[src/rtl/lz4_buf_feeder.sv]
// ---------------------------------------------------------------------------
// lz4_buf_feeder
//
// Packs a byte stream into 32-bit little-endian words and writes them into a
// downstream buffer at consecutive byte addresses. A block begins with a
// one-cycle start pulse. The block ends with the byte flagged by in_last.
// After the final word has been written, compress_end pulses for one cycle.
//
// Ports
//   clk           single clock; all state changes on the rising edge
//   rstN          asynchronous active-low reset
//   start         one-cycle pulse that begins a block (seen only in IDLE)
//   in_data       source byte
//   in_valid      in_data valid
//   in_last       marks the final byte of the block (qualified by in_valid)
//   in_ready      feeder accepts a byte this cycle
//   buf_clean     one-cycle clear pulse to the buffer at block start
//   buf_idword    packed data word
//   buf_idvalid   one-cycle write strobe for buf_idword / buf_waddr
//   buf_waddr     byte address of the current word
//   buf_full      buffer cannot accept a write
//   buf_unable    buffer busy/cleaning; handled the same as buf_full
//   compress_end  one-cycle pulse after the last word of a block is written
//   byte_count    bytes accepted in the current or most recent block
//   busy          high whenever the FSM is not in IDLE
// ---------------------------------------------------------------------------
module lz4_buf_feeder #(
  parameter int unsigned ADDR_STEP = 4
) (
  input  logic        clk,
  input  logic        rstN,
  input  logic        start,
  input  logic [7:0]  in_data,
  input  logic        in_valid,
  input  logic        in_last,
  output logic        in_ready,
  output logic        buf_clean,
  output logic [31:0] buf_idword,
  output logic        buf_idvalid,
  output logic [31:0] buf_waddr,
  input  logic        buf_full,
  input  logic        buf_unable,
  output logic        compress_end,
  output logic [31:0] byte_count,
  output logic        busy
);

  typedef enum logic [1:0] {
    IDLE  = 2'd0,
    FILL  = 2'd1,
    WRITE = 2'd2,
    END   = 2'd3
  } state_t;

  state_t      state;
  state_t      state_nxt;

  logic [1:0]  lane;
  logic [31:0] pack;
  logic        last_seen;

  logic        begin_blk;
  logic        accept;
  logic        drain;
  logic        word_done;

  // Places byte b into lane idx of word. Lane 0 is bits [7:0].
  function automatic logic [31:0] put_lane(input logic [31:0] word,
                                           input logic [1:0]  idx,
                                           input logic [7:0]  b);
    logic [31:0] r;
    r = word;
    r[{idx, 3'b000} +: 8] = b;
    return r;
  endfunction

  assign begin_blk = (state == IDLE) && start;
  assign accept    = (state == FILL) && in_valid;
  assign word_done = accept && ((lane == 2'd3) || in_last);
  assign drain     = (state == WRITE) && !buf_full && !buf_unable;

  // ---- state register ----
  always_ff @(posedge clk or negedge rstN) begin
    if (!rstN) begin
      state <= IDLE;
    end else begin
      state <= state_nxt;
    end
  end

  // ---- next state and combinational outputs ----
  // END is entered together with the final strobe. It waits out the strobe
  // cycle, so compress_end never coincides with buf_idvalid.
  always_comb begin
    state_nxt    = state;
    in_ready     = 1'b0;
    compress_end = 1'b0;
    busy         = (state != IDLE);
    case (state)
      IDLE: begin
        if (start) state_nxt = FILL;
      end
      FILL: begin
        in_ready = 1'b1;
        if (word_done) state_nxt = WRITE;
      end
      WRITE: begin
        if (drain) state_nxt = last_seen ? END : FILL;
      end
      END: begin
        if (!buf_idvalid) begin
          compress_end = 1'b1;
          state_nxt    = IDLE;
        end
      end
      default: state_nxt = IDLE;
    endcase
  end

  // ---- control / output registers ----
  always_ff @(posedge clk or negedge rstN) begin
    if (!rstN) begin
      buf_clean   <= 1'b0;
      buf_idvalid <= 1'b0;
      buf_idword  <= '0;
      buf_waddr   <= '0;
      byte_count  <= '0;
      last_seen   <= 1'b0;
    end else begin
      buf_clean   <= begin_blk;
      buf_idvalid <= drain;

      if (drain) buf_idword <= pack;

      // The address moves on only after the strobe cycle. The strobe then
      // pairs with the address of the word being written.
      if (begin_blk) begin
        buf_waddr <= '0;
      end else if (buf_idvalid) begin
        buf_waddr <= buf_waddr + 32'(ADDR_STEP);
      end

      if (begin_blk) begin
        byte_count <= '0;
      end else if (accept) begin
        byte_count <= byte_count + 32'd1;
      end

      if (begin_blk) begin
        last_seen <= 1'b0;
      end else if (accept) begin
        last_seen <= in_last;
      end
    end
  end

  // ---- pack register (datapath) ----
  // Clearing on drain leaves unused upper lanes of a short final word at zero.
  always_ff @(posedge clk) begin
    if (begin_blk || drain) begin
      pack <= '0;
      lane <= 2'd0;
    end else if (accept) begin
      pack <= put_lane(pack, lane, in_data);
      lane <= lane + 2'd1;
    end
  end

  strobe_end_exclusive: assert property (@(posedge clk) disable iff (!rstN)
    !(buf_idvalid && compress_end));

endmodule

[config.mk]
export PLATFORM = sky130hd
export DESIGN_NAME = lz4_buf_feeder
export DESIGN_NICKNAME = d
export VERILOG_FILES = /design/src/rtl/lz4_buf_feeder.sv
export SDC_FILE = /design/constraint.sdc
export NUM_CORES = 1
export LEC_CHECK = 0
export ABC_AREA = 1
export ABC_CLOCK_PERIOD_IN_PS = 1600
export BUFFER_PORTS_ARGS = -buffer_cell sky130_fd_sc_hd__buf_2
export CAP_MARGIN = 20
export CELL_PAD_IN_SITES_DETAIL_PLACEMENT = 1
export CELL_PAD_IN_SITES_GLOBAL_PLACEMENT = 1
export CORE_AREA = 2 2 136 138
export CTS_CLUSTER_DIAMETER = 50
export DETAILED_ROUTE_END_ITERATION = 12
export DIE_AREA = 0 0 138 140
export GPL_ROUTABILITY_DRIVEN = 0
export PLACE_DENSITY = 0.88
export SLEW_MARGIN = 15
export SYNTH_ARGS = -nofsm -noshare
export SYNTH_HDL_FRONTEND = slang
export SYNTH_SLANG_ARGS = --single-unit
[constraint.sdc]
create_clock -name clk -period 1.6 [get_ports clk]
set_clock_uncertainty 0.05 [all_clocks]
set_input_delay 0.08 -clock clk [delete_from_list [all_inputs] [get_ports clk]]
set_output_delay 0.08 -clock clk [all_outputs]
set_load 0.05 [all_outputs]
* Word level (Yosys, flattened, before mapping)
Cells that the tools add are included.
** Word-level totals
- Register bits :: 135
- Latch bits :: 0
- Memory bits (writable) :: 0
- Bits in read-only memories :: 0
- Input port bits :: 15
- Output and inout port bits :: 101
- Memories kept :: 0
** Cells by class
- Add/subtract/negate cells :: 4
- $mul :: 0
- Div/mod/pow operators :: 0
- $lt $le $gt $ge :: 0
- Eq/ne operators :: 8
- Shift-type cells :: 2
- Multiplexer cells :: 16
- Bitwise gates (word level) :: 0
- Reduce and logical (&&, ||, !) cells :: 14
** Operators by type and width (number)
- $mux W32 :: 4
- $add A32 B1 Y32 const B :: 1
- $add A32 B3 Y32 const B :: 1
- $bwmux W32 :: 1
- $shift A8 B7 Y32 const A :: 1
- $shiftx A8 B7 Y32 :: 1
- $mux W2 :: 5
- $ne A2 B2 Y1 const B :: 4
- $pmux W2 S4 :: 1
- $neg A5 Y7 :: 1
- $eq A2 B2 Y1 const B :: 3
- $reduce_bool A2 Y1 :: 3
- $logic_and A1 B1 Y1 :: 5
- $mux W1 :: 5
- $reduce_and A4 Y1 :: 1
- $add A2 B1 Y2 const B :: 1
- $eq A2 B1 Y1 const B :: 1
- $logic_not A1 Y1 :: 2
- $logic_not A2 Y1 :: 1
- $logic_or A1 B1 Y1 :: 2

* Longest topological paths before layout
- Depth after elaboration :: 5
- Mapped depth :: 10
- Gate-level depth less buffers :: 9

* Worst setup path after synthesis
No wires, ideal clock.
- Path kind :: reg-to-output
- Start point :: reg buf_idvalid
- End point :: out compress_end
- Data arrival time :: 1.956 ns
- Data required time :: 1.470 ns
- Slack :: -0.486 ns
- Stages on the path, launching flop included :: 3
- Buffers on the path :: 1
- Cell sequence :: dfrtp_1 -> clkbuf_1 -> nor3_1
** Between the ends
- Cells in the longest elaborated chain, start to end :: 2
** Ends and longest elaborated chain
- start, declared :: line 39 : output logic buf_idvalid,
- start signal, assigned :: line 131 : buf_idvalid <= drain;
- $mux W1 :: line 111 : if (!buf_idvalid) begin
- $mux W1 :: line 99 : case (state)
- end, declared :: line 43 : output logic compress_end,
No other way between the ends.

* Worst setup path in the final report
- Start point :: reg state[1]
- End point :: reg byte_count[8]
** Between the ends
- Cells in the longest elaborated chain, start to end :: 3
- Elaborated cells between the ends (all ways) :: 6
** Ends and longest elaborated chain
- start, declared :: line 55 : state_t state;
- start signal, assigned :: line 87 : state <= state_nxt;
- $eq A2 B1 Y1 / $logic_not A2 Y1 (equally long branches) :: line 78, 77
- $logic_and A1 B1 Y1, on equally long branches :: line 78, 77
- $reduce_bool A2 Y1 (no source line) / $mux W32 (equally long branches)
- end signal, assigned :: line 146 : byte_count <= byte_count + 32'd1;
- end, declared :: line 44 : output logic [31:0] byte_count,
Several ways; a longest one is shown, not always the timed one.
A chain may end at the register's enable or synchronous reset.

==> metrics <==
status finished with violations; failing checks setup timing; area growth from synthesis to layout 36.72%; I/O pins 116; largest family of logic cells by synthesized area simple AND/OR/NAND/NOR gates; wire per inst 16.66 um; GR Util met2 0.4010; Post-synth EDFFs 0; gr busiest metal met2; final setup margin -0.004380 ns; fin crit share 1.003; Overflow after GRT 0; global-route wire length before repair 35,240 um; XOR/XNOR share of the synthesized area 0; register area share after synthesis 0.4865; final hold vios 0; max-slew violations 0; Die Ht 140 um; Hold Path Cell Cnt 4; CP Launch Type register; antenna viol nets, final 0; FF-to-FF path depth 9; design area 8875 um2; top cells by count, synth 265 x nand2_1, 134 x nor2_1, 99 x dfrtp_1, 83 x inv_1, 66 x a21oi_1; Leak 4.388 nW; CTS H-tree lvls 4; cell taking the most area after synthesis dfrtp_1; fmax 0.6233 GHz; Die Area 19,320 um2; Via Count 6,568; CTS tree yes; GRT Overall Usage 0.2244; CP arrival 1.86 ns; Die X 138 um; Port-buffer cells 113; layout cells sized above 1 0.3012; core area 17,780 um2; RSZ-0062 raised after global routing true; worst-margin pin slew 0.5732 ns; Starting DRT DRC Count 348; synth top area cells dfrtp_1 38%, nand2_1 15%, dfxtp_1 10%; Post-Synth Simple-Gate Area 0.3258; worst vdd ir 948.7 uV; Syn Area/Cell 7.436 um2; relative slew slack 0.6166; Final #Nets 1,079; initial antenna violation count 0; Fin Hold WS 0.04754 ns; ys async rst share 0.7444; largest net degree at the start of global routing 47; adder-cell area share of the yosys netlist 0.01542; crit-path max FO 6; Period minus WS final 1.604 ns; 1st-pass router iterations 4; Clk pin slew, worst setup/hold paths 0.06 ns; Worst Setup End Kind register; M3 GR Usage 0.03897; post-synthesis mux area share 0; most frequent cell after synthesis nand2_1; Post-DP Area 7736 um2; Post-Syn Area 6491 um2; CTS buffer count 17; clock tree buffer depth 2; diode count 0; Residual DRC 0; WL final 21,630 um; MaxCap Viol Count 0; Root Buffer clkbuf_16; Worst Hold Class primary input to register; Initial Utilization 0.3651; total power 0.01215 W; Synth Flop Type dfrtp_1; compound-cell area share of the yosys netlist 0.09985; Setup-failing EPs final 3; number of vias per cell 5.060; library cells used by synthesis 34; synthesized netlist cell count 873; Yosys top cell area share 0.3816; worst skew pair latency 0.43 ns; Site Rows 49; Critical Path RT 1.86 ns; Synth Register Bits 133; vias in the first global route 7,100; Clock Sinks 133; power per cell area 1369 nW/um2; grt met1 use 0.2722; Warnings, synthesis 0; Crit Path Category register to register; dpl hpwl 15,250 um
[layer usage]
| layer | vias up | wire, um |
|---|---|---|
| li1 | 3152 | - |
| met1 | 3250 | 9214 |
| met2 | 130 | 11180 |
| met3 | 36 | 739 |
| met4 | 0 | 495 |
| met5 | - | 0 |
[path summary, 6_finish.rpt]
check	startpoint	endpoint	slack [ns]
max in group asynchronous	rstN	buf_waddr[7]	0.35
setup reg to reg	state[1]	byte_count[8]	-0.004
setup / recovery	state[1]	byte_count[8]	-0.004
min in group asynchronous	rstN	buf_waddr[27]	0.15
hold reg to reg	pack[20]	buf_idword[20]	0.40
hold / removal	in_valid	state[0]	0.05
[cell families (layout without fill, tap and decap cells)]
group                    Yosys count  in the layout
flip-flops                       133            133
other                              1              2
adder cells (fa/ha/maj)            8              8
buffers and inverters            112            307
AO/OA/AOI/OAI                    121            121
AND/OR/NAND/NOR                  498            498
[worst max-delay path: stages (launching register included)]
cell and delay [ns]:
dfrtp_1 0.41, inv_4 0.10, nand3_4 0.12, buf_12 0.18, nor2_4 0.14, buf_4 0.12
buf_4 0.11, nand2_1 0.07, nor2_1 0.11, nor3_1 0.07
[cell type report]
type / count / area [um2]
multi-input combinational: 629 / 3144
inverter: 90 / 360.3
timing repair buffer: 185 / 1240
clock buffer: 19 / 475.5
fill: 2225 / 8905
sequential: 133 / 3201
clock inverter: 13 / 167.7
tap: 229 / 286.5
[power by group]
part | switching [W] | total [W] | internal [W] | leakage, nW
logic | 0.00266 | 0.00385 | 0.00119 | 2.48
registers | 0.000299 | 0.00407 | 0.00377 | 1.59
clock network | 0.00158 | 0.00424 | 0.00266 | 0.316
total | 0.00454 | 0.0121 | 0.00761 | 4.39
[state kept, by name, indices dropped and copies added (netlist names)]
| name | cells |
|---|---|
| buf_waddr | 30 |
| buf_clean | 1 |
| buf_idvalid | 1 |
| lane | 2 |
| pack | 32 |
| byte_count | 32 |
| state | 2 |
| buf_idword | 32 |
| last_seen | 1 |
[layout by cell type, fill, tap and decap left out, drive strengths merged]
master / synthesis / layout
o21bai: 1 / 1
dlygate4sd3: 0 / 11
dfxtp: 34 / 34
clkinv: 0 / 6
nand4: 15 / 15
buf: 17 / 173
o21a: 2 / 2
nand2: 270 / 270
a31oi: 4 / 4
bufinv: 0 / 3
a2bb2oi: 1 / 1
dfrtp: 99 / 99
nand3b: 3 / 3
nand3: 58 / 58
nor3: 6 / 6
o221a: 1 / 1
a21oi: 66 / 66
nor2: 143 / 143
clkbuf: 5 / 20
ha: 8 / 8
inv: 90 / 93
or2: 1 / 1
a211oi: 8 / 8
clkinvlp: 0 / 1
o21ai: 38 / 38
nor3b: 2 / 2
conb: 1 / 2
[per-stage QoR]
step / setup WS [ns] / util / cells / TNS, ns
floorplan: -0.0009794 / - / 874 / -0.001959
global placement: 0.04759 / 0.4351 / 1243 / 0
detailed placement: -0.03369 / 0.4351 / 1243 / -0.1367
CTS: 0.003995 / 0.4785 / 1286 / 0
global route: -0.1664 / 0.4992 / 1298 / -1.438
finish: -0.004380 / 0.4992 / 1298 / -0.006872
[repair_timing]
action                                  in CTS  in global routing
pin swaps                                    0                 15
setup buffers                                0                 11
endpoints found under the setup margin      21                 91
cloned                                       0                  1
hold buffers                                11                  0
endpoints found under the hold margin      123                  0
gates resized for setup                      9                 79
(Power assumes the default switching activity.)
